## config.mk

```make
export PLATFORM = sky130hd
export DESIGN_NAME = pipe_hazard_ctrl
export DESIGN_NICKNAME = d
export VERILOG_FILES = /design/src/rtl/pipe_pkg.sv /design/src/rtl/load_use_detect.sv /design/src/rtl/pipe_hazard_ctrl.sv
export SDC_FILE = /design/constraint.sdc
export NUM_CORES = 1
export LEC_CHECK = 0
export BUFFER_PORTS_ARGS = -buffer_cell sky130_fd_sc_hd__buf_2
export CAP_MARGIN = 25
export CORE_MARGIN = 1
export CORE_UTILIZATION = 30
export CTS_CLUSTER_SIZE = 16
export DETAILED_ROUTE_END_ITERATION = 10
export PLACE_DENSITY = 0.89
export REMOVE_ABC_BUFFERS = 1
export SLEW_MARGIN = 10
export SYNTH_ARGS = -nofsm -noshare
export SYNTH_HDL_FRONTEND = slang
export SYNTH_SLANG_ARGS = --single-unit
```

## constraint.sdc

```tcl
create_clock -name clk -period 1.6 [get_ports clk]
set_clock_uncertainty 0.05 [all_clocks]
set_input_delay 0.16 -clock clk [delete_from_list [all_inputs] [get_ports clk]]
set_output_delay 0.16 -clock clk [all_outputs]
set_load 0.01 [all_outputs]
```

## src/rtl/pipe_pkg.sv

```systemverilog
// Shared MIPS pipeline definitions: opcodes, controller states and
// instruction field helpers used by the hazard controller.
package pipe_pkg;

    localparam logic [5:0] OP_RTYPE = 6'h00;
    localparam logic [5:0] OP_J     = 6'h02;
    localparam logic [5:0] OP_JAL   = 6'h03;
    localparam logic [5:0] OP_BEQ   = 6'h04;
    localparam logic [5:0] OP_BNE   = 6'h05;
    localparam logic [5:0] OP_LW    = 6'h23;
    localparam logic [5:0] OP_SW    = 6'h2B;

    typedef enum logic [1:0] {
        ST_RUN  = 2'd0,
        ST_WAIT = 2'd1,
        ST_ERR  = 2'd2
    } state_t;

    function automatic logic [5:0] f_opcode(input logic [31:0] ins);
        return ins[31:26];
    endfunction

    function automatic logic [4:0] f_rs(input logic [31:0] ins);
        return ins[25:21];
    endfunction

    function automatic logic [4:0] f_rt(input logic [31:0] ins);
        return ins[20:16];
    endfunction

    function automatic logic f_is_mem(input logic [5:0] op);
        return (op == OP_LW) || (op == OP_SW);
    endfunction

    // Only the jump forms ignore the rs field.
    function automatic logic f_reads_rs(input logic [5:0] op);
        return (op != OP_J) && (op != OP_JAL);
    endfunction

    function automatic logic f_reads_rt(input logic [5:0] op);
        return (op == OP_RTYPE) || (op == OP_SW) || (op == OP_BEQ) || (op == OP_BNE);
    endfunction

endpackage

```

## src/rtl/load_use_detect.sv

```systemverilog
// Flags an instruction in ID that reads the destination of a load sitting in EX.
module load_use_detect
    import pipe_pkg::*;
(
    input  logic [31:0] id_ins,
    input  logic [31:0] ex_ins,
    output logic        hazard
);

    logic [5:0] w_op_id;
    logic [5:0] w_op_ex;
    logic [4:0] w_rt_ex;
    logic       w_ex_is_load;
    logic       w_rs_match;
    logic       w_rt_match;
    logic       w_unused;

    assign w_op_id      = f_opcode(id_ins);
    assign w_op_ex      = f_opcode(ex_ins);
    assign w_rt_ex      = f_rt(ex_ins);
    assign w_ex_is_load = (w_op_ex == OP_LW);

    assign w_rs_match = f_reads_rs(w_op_id) && (f_rs(id_ins) == w_rt_ex);
    assign w_rt_match = f_reads_rt(w_op_id) && (f_rt(id_ins) == w_rt_ex);

    // $0 is never a real dependency.
    assign hazard = w_ex_is_load && (w_rt_ex != 5'd0) && (w_rs_match || w_rt_match);

    assign w_unused = ^{id_ins[15:0], ex_ins[25:21], ex_ins[15:0]};

endmodule

```

## src/rtl/pipe_hazard_ctrl.sv

```systemverilog
// Stall/flush controller: sequences the data-memory handshake, freezes the
// pipeline on waits/timeouts, and resolves branch squash and load-use bubbles.
module pipe_hazard_ctrl
    import pipe_pkg::*;
#(
    parameter int unsigned TIMEOUT = 255
)
(
    input  logic        clk,
    input  logic        reset,
    input  logic [31:0] id_ins,
    input  logic [31:0] ex_ins,
    input  logic [31:0] mem_ins,
    input  logic        branch_taken,
    input  logic        dmem_ready,
    output logic        dmem_req,
    output logic        dmem_we,
    output logic        hold_pc,
    output logic        hold_ifid,
    output logic        hold_idex,
    output logic        hold_exmem,
    output logic        flush_ifid,
    output logic        bubble_idex,
    output logic        bubble_memwb,
    output logic        mem_err,
    output state_t      dbg_state
);

    localparam int unsigned CW = $clog2(TIMEOUT + 1);
    localparam logic [CW-1:0] CNT_MAX = CW'(TIMEOUT);

    state_t        r_state;
    logic [CW-1:0] r_cnt;
    logic          r_we;

    logic [5:0] w_mem_op;
    logic       w_is_mem;
    logic       w_is_store;
    logic       w_hazard;
    logic       w_freeze;
    logic       w_unused_mem;

    assign w_mem_op     = f_opcode(mem_ins);
    assign w_is_mem     = f_is_mem(w_mem_op);
    assign w_is_store   = (w_mem_op == OP_SW);
    assign w_unused_mem = ^mem_ins[25:0];

    load_use_detect u_load_use (
        .id_ins (id_ins),
        .ex_ins (ex_ins),
        .hazard (w_hazard)
    );

    always_ff @(posedge clk) begin
        if (!reset) begin
            r_state <= ST_RUN;
            r_cnt   <= '0;
            r_we    <= 1'b0;
        end else begin
            case (r_state)
                ST_RUN: begin
                    if (w_is_mem && !dmem_ready) begin
                        r_state <= ST_WAIT;
                        r_cnt   <= CW'(1);
                        r_we    <= w_is_store;
                    end
                end
                ST_WAIT: begin
                    // A ready on the last allowed cycle still completes.
                    if (dmem_ready) begin
                        r_state <= ST_RUN;
                        r_cnt   <= '0;
                    end else if (r_cnt >= CNT_MAX) begin
                        r_state <= ST_ERR;
                    end else begin
                        r_cnt <= r_cnt + CW'(1);
                    end
                end
                ST_ERR: begin
                    r_state <= ST_ERR;
                end
                default: begin
                    r_state <= ST_RUN;
                end
            endcase
        end
    end

    always_comb begin
        dmem_req     = 1'b0;
        dmem_we      = 1'b0;
        hold_pc      = 1'b0;
        hold_ifid    = 1'b0;
        hold_idex    = 1'b0;
        hold_exmem   = 1'b0;
        flush_ifid   = 1'b0;
        bubble_idex  = 1'b0;
        bubble_memwb = 1'b0;
        mem_err      = 1'b0;
        w_freeze     = 1'b0;
        if (reset) begin
            case (r_state)
                ST_RUN: begin
                    dmem_req = w_is_mem;
                    dmem_we  = w_is_mem && w_is_store;
                    w_freeze = w_is_mem && !dmem_ready;
                end
                ST_WAIT: begin
                    dmem_req = 1'b1;
                    dmem_we  = r_we;
                    w_freeze = !dmem_ready;
                end
                ST_ERR: begin
                    mem_err  = 1'b1;
                    w_freeze = 1'b1;
                end
                default: begin
                    w_freeze = 1'b0;
                end
            endcase

            // Freeze outranks branch squash, which outranks the load-use bubble.
            if (w_freeze) begin
                hold_pc      = 1'b1;
                hold_ifid    = 1'b1;
                hold_idex    = 1'b1;
                hold_exmem   = 1'b1;
                bubble_memwb = 1'b1;
            end else if (branch_taken) begin
                flush_ifid  = 1'b1;
                bubble_idex = 1'b1;
            end else if (w_hazard) begin
                hold_pc     = 1'b1;
                hold_ifid   = 1'b1;
                bubble_idex = 1'b1;
            end
        end
    end

    assign dbg_state = reset ? r_state : ST_RUN;

endmodule

```

### Word level (Yosys, flattened, before mapping)

Cells that the tools add are included.

* add/sub/neg operators: 1
* magnitude comparators: 1
* equal/unequal tests: 15
* mux-type cells: 29
* reduce and logical (&&, ||, !) cells: 20

Operators by type and width (number)
* $eq 6x6->1 const B: 4
* $mux 8: 3
* $mux 1: 17
* $pmux 8 s2: 1
* $eq 6x3->1 const B: 2
* $ne 6x2->1 const B: 2
* $eq 5x5->1: 2
* $add 8x1->8 const B: 1
* $ge 8x8->1 const B: 1
* $mux 2: 4
* $logic_and 1x1->1: 7
* $logic_not 6->1: 1
* $ne 3x3->1 const B: 2
* $pmux 2 s3: 1
* $logic_or 1x1->1: 5
* $reduce_bool 5->1: 1
* $pmux 1 s2: 2
* $reduce_and 2->1: 2
* $pmux 1 s3: 1
* $reduce_and 3->1: 1
* $eq 2x1->1 const B: 1
* $eq 2x2->1 const B: 1
* $logic_not 2->1: 1
* $ne 2x2->1 const B: 1
* other kinds (2): 2

* register bits after elaboration: 11
* input bits: 100
* output and inout port bits: 12
* logic and storage cells: 69

### Logic depth before layout (Yosys ltp)

Gate-level depths: netlist of the first run.

* word-level depth: 11
* mapped depth: 5
* depth with buffers taken out: 5

### By module

A second synthesis of the first run with hierarchy kept.

* cells, all modules: 112
* area total of the unflattened synthesis: 890.9 sq um

Modules (own cells, without submodules)
* pipe_hazard_ctrl: instances 1, cells an instance 89, area each 703.2 sq um, seq. area each 220.2 sq um
* load_use_detect: instances 1, cells an instance 23, area each 187.7 sq um, seq. area each 0.0 sq um

### Worst setup path after synthesis of the first run

No wires, ideal clock.

* path type: in2out
* start point: input port ex_ins[29]
* end point: output port hold_pc
* arrival: 1.487 ns
* data required time: 1.390 ns
* slack: -0.097 ns
* cell stages on the path: 5
* buffers on the path: 1
* cells stage by stage: or4b_4 > a211oi_4 > nand2_1 > o221ai_1 > buf_4

* longest elaborated chain between the ends: 7

RTL lines
* start: declaration: line pipe_hazard_ctrl.sv:12 `input logic [31:0] ex_ins,`
* $eq 6x6->1: line load_use_detect.sv:21 `assign w_ex_is_load = (w_op_ex == OP_LW);`
* $logic_and 1x1->1 (2 in a row): line load_use_detect.sv:27 `assign hazard = w_ex_is_load && (w_rt_ex != 5'd0) && (w_rs_match || w_rt_match);`
* $mux 1 (4 in a row)
* end: declaration: line pipe_hazard_ctrl.sv:18 `output logic hold_pc,`

Every way passes these cells.

### Worst setup path in the final report of the first run

* start point: input port ex_ins[30]
* end point: output port hold_ifid

* longest elaborated chain between the ends: 7

RTL lines
* $eq 6x6->1: line load_use_detect.sv:21
* $logic_and 1x1->1 (2 in a row): line load_use_detect.sv:27
* $mux 1: line pipe_hazard_ctrl.sv:132 `end else if (w_hazard) begin`
* $mux 1: line pipe_hazard_ctrl.sv:129 `end else if (branch_taken) begin`
* $mux 1: line pipe_hazard_ctrl.sv:123 `if (w_freeze) begin`
* $mux 1: line pipe_hazard_ctrl.sv:101 `if (reset) begin`
* end: declaration: line pipe_hazard_ctrl.sv:19 `output logic hold_ifid,`

Every way passes these cells.

==> flow_summary.json, run 1 <==
{
  "status": "finished with violations",
  "violations": "negative setup slack",
  "ios": 112,
  "routed_wl_microns": 2610,
  "grt_pass1_wl_microns": 4310,
  "grt_pass1_vias": 1020,
  "ctsRootBufferMaster": "clkbuf_4",
  "n_antenna_cell": 0,
  "max_slew_margin": 0.748,
  "die-area_sq_um": 3390,
  "holdCritPathClass": "primary input to register",
  "regArea_sq_um": 224,
  "cts_made_buffers": 3,
  "wl_per_cell_microns": 11.9,
  "ys_seq_elements": 11,
  "finalPower_uw": 613,
  "io_buffers": 48,
  "nNetsFinal": 277,
  "hold_buffers": 0,
  "dp_hpwl_microns": 1980,
  "synth_area_sq_um": 947,
  "min_period_ns": 1.64,
  "fmax_ghz": 0.611,
  "startpoint_type": "primary input",
  "synth_flop_cell": "dfxtp_1",
  "via_per_inst": 4.98,
  "cp.arrival_ns": 1.43,
  "final_max_slew_viol_count": 0,
  "rows": 20,
  "multiInputGateArea_sq_um": 706,
  "synthCells": 117,
  "clockBufferDepth": 2,
  "async_flop_share": 0,
  "worst_pin_slew_ns": 0.369,
  "ys_seq_area_frac": 0.232,
  "layout_commonest_cell": "buf_2",
  "crit_path_end_kind": "output port",
  "antenna_found_initial": 0,
  "fillers": 310,
  "die_y_microns": 58.2,
  "fin_crit_sh": 1.02,
  "start_util": 0.313,
  "avgSynthCellArea_sq_um": 8.10,
  "cts.htree.levels": 1,
  "core_sq_um": 3030,
  "worst_slack_ns": -0.0355,
  "worstPathMaxFanout": 3,
  "synth.distinct_cells": 41,
  "yosysWarningCount": 0,
  "die_x_microns": 58.2,
  "vias": 1091,
  "grt-ovfl-total": 0,
  "place.gp.congestion": 0.771,
  "clock_latency_ns": 0.27,
  "drt-initial-drc-count": 39,
  "worst_hold_slack_ns": 0.0810,
  "synth_edf_count": 0,
  "area_growth_syn_to_layout_pct": 43.7,
  "grt_max_degree": 15,
  "path_class": "primary input to output port",
  "first_pass_iters": 4,
  "drc_errors": 0,
  "antenna_left": 0,
  "track_usage": 0.162,
  "tritoncts": "yes",
  "drive_gt1_frac": 0.417,
  "cts.sinks": 11,
  "rsz0062_at_grt": "true",
  "powerDensity_nw_per_um2": 450,
  "leakage_nw": 0.675,
  "final_hold_viol_count": 0,
  "setup_viol": 2,
  "cts.clk_slew.worst_paths_ns": 0.08,
  "layout_common_cells": "buf_2 (46), buf_4 (11)",
  "cap_viol_max_count": 0,
  "ir_drop_mv": 0.212,
  "required_ns": 1.39
}
## through the flow
stage	std cells	utilization	instance area, sq um	setup TNS, ns	setup WS [ns]
global route	219	0.450	1360	-0.228	-0.100
detailed placement	213	0.423	1280	-0.323	-0.129
floorplan	112	-	917	-0.0337	-0.0168
CTS	217	0.440	1330	-0.0610	-0.0341
finish	219	0.450	1360	-0.0659	-0.0355
global placement	213	0.423	1280	-0.283	-0.112
## worst paths after layout
check	depth (start not counted)	end	startpoint	slack (ns)
worst max-delay path	6	hold_ifid	ex_ins[30]	-0.04
worst min-delay path	2	r_state[0]	dmem_ready	0.08
worst max register to register	5	r_cnt[0]	r_cnt[1]	0.10
worst min register to register	2	r_we	r_we	0.46
## state kept, by name, summed over array words and instances (netlist names)
name / cells
r_cnt: 8
r_we: 1
r_state: 2
## per-layer routing
metal | GRT usage | share of wire | vias to the layer above
met5 | 0 | 0 | -
met4 | 0.0680 | 0.015 | 0
met3 | 0.0156 | 0.032 | 4
met2 | 0.297 | 0.54 | 28
met1 | 0.189 | 0.41 | 509
li1 | - | - | 550
## area by class of cell
cell class              instances  area share
clock buffers                   4      0.0193
inverters                       4      0.0110
multi-input cells              97       0.518
flip-flops and latches         11       0.165
well taps                      44      0.0404
repair buffers                 59       0.246
## logic make-up (layout without fill, tap and decap cells)
kind of cell | count (synthesis) | after routing | synth area share
flops | 11 | 11 | 0.232
mux | 3 | 3 | 0.0317
compound gates | 33 | 33 | 0.281
buf+inv | 9 | 67 | 0.0476
simple gates | 50 | 50 | 0.301
fa+ha+maj | 1 | 1 | 0.0132
xor+xnor | 10 | 10 | 0.0925
## cell usage after synthesis, types with 2 or more instances
cell type	instances	area, sq um
nor3_1	2	10.0
a21o_1	4	30.0
dfxtp_1	11	220
o211a_1	3	30.0
and2_1	4	25.0
o221a_1	2	22.5
clkbuf_1	2	7.51
xor2_1	10	87.6
and4_1	2	17.5
a21oi_1	6	30.0
nor4_1	2	12.5
and3_1	4	25.0
mux2i_1	3	30.0
inv_1	4	15.0
nand2_1	10	37.5
nand2b_1	4	25.0
nand3_1	4	20.0
nor2_1	10	37.5
buf_4	3	22.5
o21ai_0	6	30.0
## what timing repair did
action,in CTS,in global routing
gates resized for setup,6,2
pin swaps,4,2
setup endpoints to repair,7,15
buffers inserted,0,2
## worst max-delay path, stage by stage
cell and delay, ns:
buf_6 0.09, or4b_4 0.53, a211oi_4 0.22, nand2_1 0.10
o221ai_2 0.15, buf_2 0.17
## power by group
group	internal, mW	total (mW)	switching [mW]
registers	0.273	0.275	0.00133
logic	0.0717	0.139	0.0677
clock network	0.0966	0.199	0.102
total	0.442	0.613	0.171
Note: power is estimated with default switching activity, not from simulation.
==> run 2, diff against run 1 <==
--- a/config.mk
+++ b/config.mk
@@ -11,6 +11,7 @@
 export CORE_UTILIZATION = 30
 export CTS_CLUSTER_SIZE = 16
 export DETAILED_ROUTE_END_ITERATION = 10
+export GPL_TIMING_DRIVEN = 0
 export PLACE_DENSITY = 0.89
 export REMOVE_ABC_BUFFERS = 1
 export SLEW_MARGIN = 10
==> run 2 against run 1 <==
  * The run still ends with negative setup slack left
  * Global-route usage down 2.2 points
  * Sequential share of layout area up 0.70 points
  * Via count down 4.0%
  * Total power down 1.5%
  * Clock power about the same
  * Count of clock-buffer cells in the layout unchanged
  * Utilization down 1.1 points
  * Non-clock buffer count down 8
  * Combinational power down 6%
  * Critical endpoint unchanged
  * Highest routed layer unchanged
==> flow_summary.json, run 2 (synthesized netlist as in run 1, its figures left out) <==
{
  "status": "finished with violations",
  "violations": "negative setup slack",
  "rows": 20,
  "final_hold_viol_count": 0,
  "place.gp.congestion": 0.773,
  "fin_crit_sh": 1.03,
  "die_x_microns": 58.2,
  "ios": 112,
  "die-area_sq_um": 3390,
  "min_period_ns": 1.64,
  "setup_viol": 2,
  "cts.htree.levels": 1,
  "n_antenna_cell": 0,
  "intPower_uw": 435,
  "track_usage": 0.140,
  "slowest_delay_ns": 0.53,
  "crit_chain": "buf_6 -> or4b_4 -> a211oi_4 -> nand2_1 -> o221ai_2 -> buf_2",
  "layout_commonest_cell": "buf_2",
  "comb_power_share": 0.216,
  "clock_latency_ns": 0.28,
  "start_util": 0.313,
  "critPathBufInv": 2,
  "cp.arrival_ns": 1.43,
  "hold_buffers": 0,
  "antenna_left": 0,
  "grt_pass1_wl_microns": 3660,
  "drc_errors": 0,
  "grt_max_degree": 16,
  "tritoncts": "yes",
  "io_buffers": 48,
  "largest_reg_flops": 8,
  "via_per_inst": 4.96,
  "cpLargestDelayFamily": "simple AND/OR/NAND/NOR gates",
  "grt_pass1_vias": 943,
  "ir_drop_mv": 0.177,
  "routed_wl_microns": 2410,
  "fmax_ghz": 0.609,
  "die_y_microns": 58.2,
  "antenna_found_initial": 0,
  "crit_path_end_kind": "output port",
  "fillers": 299,
  "ctsRootBufferMaster": "clkbuf_4",
  "final_max_slew_viol_count": 0,
  "cts_made_buffers": 3,
  "drt-initial-drc-count": 12,
  "worst_pin_slew_ns": 0.405,
  "worstPathMaxFanout": 3,
  "cap_viol_max_count": 0,
  "nNetsFinal": 269,
  "first_pass_iters": 4,
  "wl_per_cell_microns": 11.4,
  "cts.clk_slew.worst_paths_ns": 0.07,
  "path_class": "primary input to output port",
  "rsz0062_at_grt": "true",
  "max_slew_margin": 0.726,
  "fin_tns_setup_ns": -0.0834,
  "required_ns": 1.39,
  "regArea_sq_um": 228,
  "top_register": "r_cnt",
  "largest_registers": "r_cnt (8), r_state (2), r_we (1)",
  "vias": 1047,
  "leakage_nw": 0.634,
  "clockBufferDepth": 2,
  "crit_slowest_cell": "or4b_4",
  "power_frac_seq": 0.456,
  "drive_gt1_frac": 0.437,
  "multiInputGateArea_sq_um": 734,
  "grt-ovfl-total": 0,
  "powerDensity_nw_per_um2": 455,
  "cts.sinks": 11,
  "dp_hpwl_microns": 1810,
  "startpoint_type": "primary input",
  "finalPower_uw": 604,
  "core_sq_um": 3030,
  "area_growth_syn_to_layout_pct": 40.2,
  "layout_common_cells": "buf_2 (47), xor2_1 (10), nor2_1 (9), nand2_1 (9), dfxtp_1 (7)",
  "holdCritPathClass": "primary input to register",
  "worst_slack_ns": -0.0417,
  "p_switching_uw": 169,
  "power_frac_clock": 0.328,
  "swShare": 0.279
}
[run 2: through the flow]
step | cells | worst slack [ns] | area [sq um] | hold WS [ns] | util
CTS | 208 | -0.0397 | 1270 | 0.0659 | 0.420
finish | 211 | -0.0417 | 1330 | 0.0835 | 0.438
detailed placement | 204 | -0.155 | 1210 | 0.374 | 0.400
global placement | 204 | -0.108 | 1210 | 0.358 | 0.400
global route | 211 | -0.107 | 1330 | 0.0817 | 0.438
floorplan | 112 | -0.0168 | 917 | 0.193 | -
[run 2: area by class of cell]
| class | instances | share of cell area |
|---|---|---|
| multi-input cells | 97 | 0.553 |
| repair buffers | 51 | 0.203 |
| flip-flops and latches | 11 | 0.172 |
| well taps | 44 | 0.0415 |
| clock buffers | 4 | 0.0198 |
| inverters | 4 | 0.0113 |
[run 2: power by group through the flow]
stage	logic, mW	clock network, mW	registers, mW
6_report	0.131	0.198	0.275
3_3_place_gp	0.121	0	0.283
2_1_floorplan	0.0527	0	0.283
5_1_grt	0.143	0.213	0.276
4_1_cts	0.126	0.205	0.275
3_5_place_dp	0.123	0	0.283
[run 2: timing repair]
item / 4_1_cts / 5_1_grt
setup endpoints to repair: 14 / 12
buffers inserted: 0 / 3
pin swaps: 4 / 3
gates resized for setup: 7 / 10
hold endpoints to repair: 0 / 0
[run 2: path summary, 6_finish.rpt]
| path | startpoint | endpoint | slack [ns] | cells past startpoint |
|---|---|---|---|---|
| hold / removal | dmem_ready | r_state[0] | 0.08 | 2 |
| hold reg to reg | r_cnt[1] | r_cnt[1] | 0.43 | 2 |
| setup / recovery | ex_ins[30] | hold_ifid | -0.04 | 6 |
| setup reg to reg | r_cnt[0] | r_cnt[0] | 0.10 | 5 |
[run 2: per-layer routing]
metal / vias up / wire (microns) / track usage
met1: 475 / 986 / 0.145
met2: 31 / 1280 / 0.266
met3: 8 / 64 / 0.00893
met4: 0 / 77 / 0.0952
met5: - / 0 / 0
li1: 533 / - / -
==> run 3, diff against run 2 <==
--- a/config.mk
+++ b/config.mk
@@ -7,7 +7,7 @@
 export LEC_CHECK = 0
 export BUFFER_PORTS_ARGS = -buffer_cell sky130_fd_sc_hd__buf_2
 export CAP_MARGIN = 25
-export CORE_MARGIN = 1
+export CORE_MARGIN = 2
 export CORE_UTILIZATION = 30
 export CTS_CLUSTER_SIZE = 16
 export DETAILED_ROUTE_END_ITERATION = 10
==> run 3 against run 2 <==
  * The run still ends with negative setup slack left
  * Sequential share of layout area hardly changed
  * Via count is 1.4% higher
  * Setup slack worse by 0.024 ns
  * Combinational power hardly changed
  * Clock power hardly changed
  * Count of clock-buffer cells in the layout stayed put
  * First-iteration DRC count is 120% higher
  * Largest power group unchanged
  * Highest routed layer unchanged
==> flow_summary.json, run 3 (synthesized netlist as in run 1, its figures left out) <==
{
  "dp.cells": 204,
  "drc_errors": 0,
  "die-area_sq_um": 3620,
  "track_usage": 0.143,
  "tritoncts": "yes",
  "n_antenna_cell": 0,
  "fin_tns_setup_ns": -0.165,
  "area_growth_syn_to_layout_pct": 40.7,
  "fin_crit_sh": 1.04,
  "largest_reg_flops": 8,
  "largest_registers": "r_cnt (8), r_state (2), r_we (1)",
  "place.gp.congestion": 0.707,
  "ctsRootBufferMaster": "clkbuf_4",
  "antenna_left": 0,
  "layout_commonest_cell": "buf_2",
  "top_register": "r_cnt",
  "placed_area_sq_um": 1210,
  "layoutNonFillerInstCount": 211,
  "min_period_ns": 1.67,
  "cap_viol_max_count": 0,
  "grt_max_degree": 16,
  "antenna_found_initial": 0,
  "grt-ovfl-total": 0,
  "rsz0062_at_grt": "true",
  "final_area_sq_um": 1330,
  "final_max_slew_viol_count": 0,
  "clock_latency_ns": 0.28,
  "drt-initial-drc-count": 26,
  "setup_viol": 3,
  "core_sq_um": 3030,
  "cts.clk_slew.worst_paths_ns": 0.07,
  "cts_made_buffers": 3,
  "layout_common_cells": "buf_2 (47), xor2_1 (10), nor2_1 (9), nand2_1 (9), dfxtp_1 (8)",
  "worst_slack_ns": -0.0658,
  "powerDensity_nw_per_um2": 455,
  "fmax_ghz": 0.600,
  "rows": 20,
  "wl_per_cell_microns": 11.7,
  "worstPathMaxFanout": 3,
  "startpoint_type": "primary input",
  "leakage_nw": 0.634,
  "finalPower_uw": 606,
  "routed_wl_microns": 2470,
  "die_x_microns": 60.2,
  "ir_drop_mv": 0.164,
  "cts.htree.levels": 1,
  "dp_hpwl_microns": 1800,
  "grt_pass1_wl_microns": 4020,
  "hold_buffers": 0,
  "status": "finished with violations",
  "cp.arrival_ns": 1.46,
  "holdCritPathClass": "primary input to register",
  "max_slew_margin": 0.661,
  "vias": 1062,
  "die_y_microns": 60.2,
  "crit_path_end_kind": "output port",
  "grt_pass1_vias": 1041,
  "via_per_inst": 5.03,
  "clockBufferDepth": 2,
  "violations": "negative setup slack",
  "ios": 112,
  "required_ns": 1.39,
  "worst_pin_slew_ns": 0.496,
  "start_util": 0.313,
  "first_pass_iters": 4,
  "fillers": 305,
  "drive_gt1_frac": 0.437,
  "final_hold_viol_count": 0,
  "post-place-ws_ns": -0.129,
  "nNetsFinal": 269,
  "io_buffers": 48,
  "cts.sinks": 11,
  "path_class": "primary input to output port"
}
run 3: worst paths after layout:
check	cells after the start	slack [ns]	endpoint	from
min reg2reg	2	0.43	r_cnt[1]	r_cnt[1]
min	3	0.08	r_we	mem_ins[29]
max	6	-0.07	hold_pc	ex_ins[30]
max reg2reg	4	-0.03	r_state[0]	r_cnt[0]
run 3: area by class of cell:
| cell class | instances | area (sq um) | area share |
|---|---|---|---|
| Clock buffer | 4 | 26.3 | 0.0197 |
| Sequential cell | 11 | 229 | 0.172 |
| Timing Repair Buffer | 51 | 269 | 0.202 |
| Multi-Input combinational cell | 97 | 738 | 0.554 |
| Tap cell | 44 | 55.1 | 0.0413 |
| Inverter | 4 | 15.0 | 0.0113 |
run 3: routing by layer:
metal  GRT usage  up-vias  part of all wire
li1            -      540                 -
met1       0.147      485              0.40
met2       0.283       32              0.53
met3     0.00216        5             0.045
met4      0.0794        0             0.019
met5           0        -                 0
run 3: critical path, stage by stage:
cell and delay, ns:
buf_6 0.09, or4b_4 0.53, a211oi_4 0.22, nand2_1 0.11, o221ai_2 0.17, buf_2 0.17
run 3: report_power, final:
part / switching (mW) / internal (mW) / total [mW]
sequential: 0.00183 / 0.272 / 0.274
combinational: 0.0676 / 0.0666 / 0.134
clock: 0.101 / 0.0968 / 0.198
run 3: timing repair:
item,in CTS,in global routing
hold endpoints to repair,0,0
buffers inserted,0,3
gates resized for setup,7,11
pin swaps,6,4
cloned,0,0
endpoints found under the setup margin,14,15
run 3: per-stage QoR:
step	hold slack [ns]	utilization
after global routing	0.101	0.440
after CTS	0.0811	0.420
after global placement	0.365	0.400
final	0.0798	0.440
after floorplan	0.193	-
after detailed placement	0.374	0.400
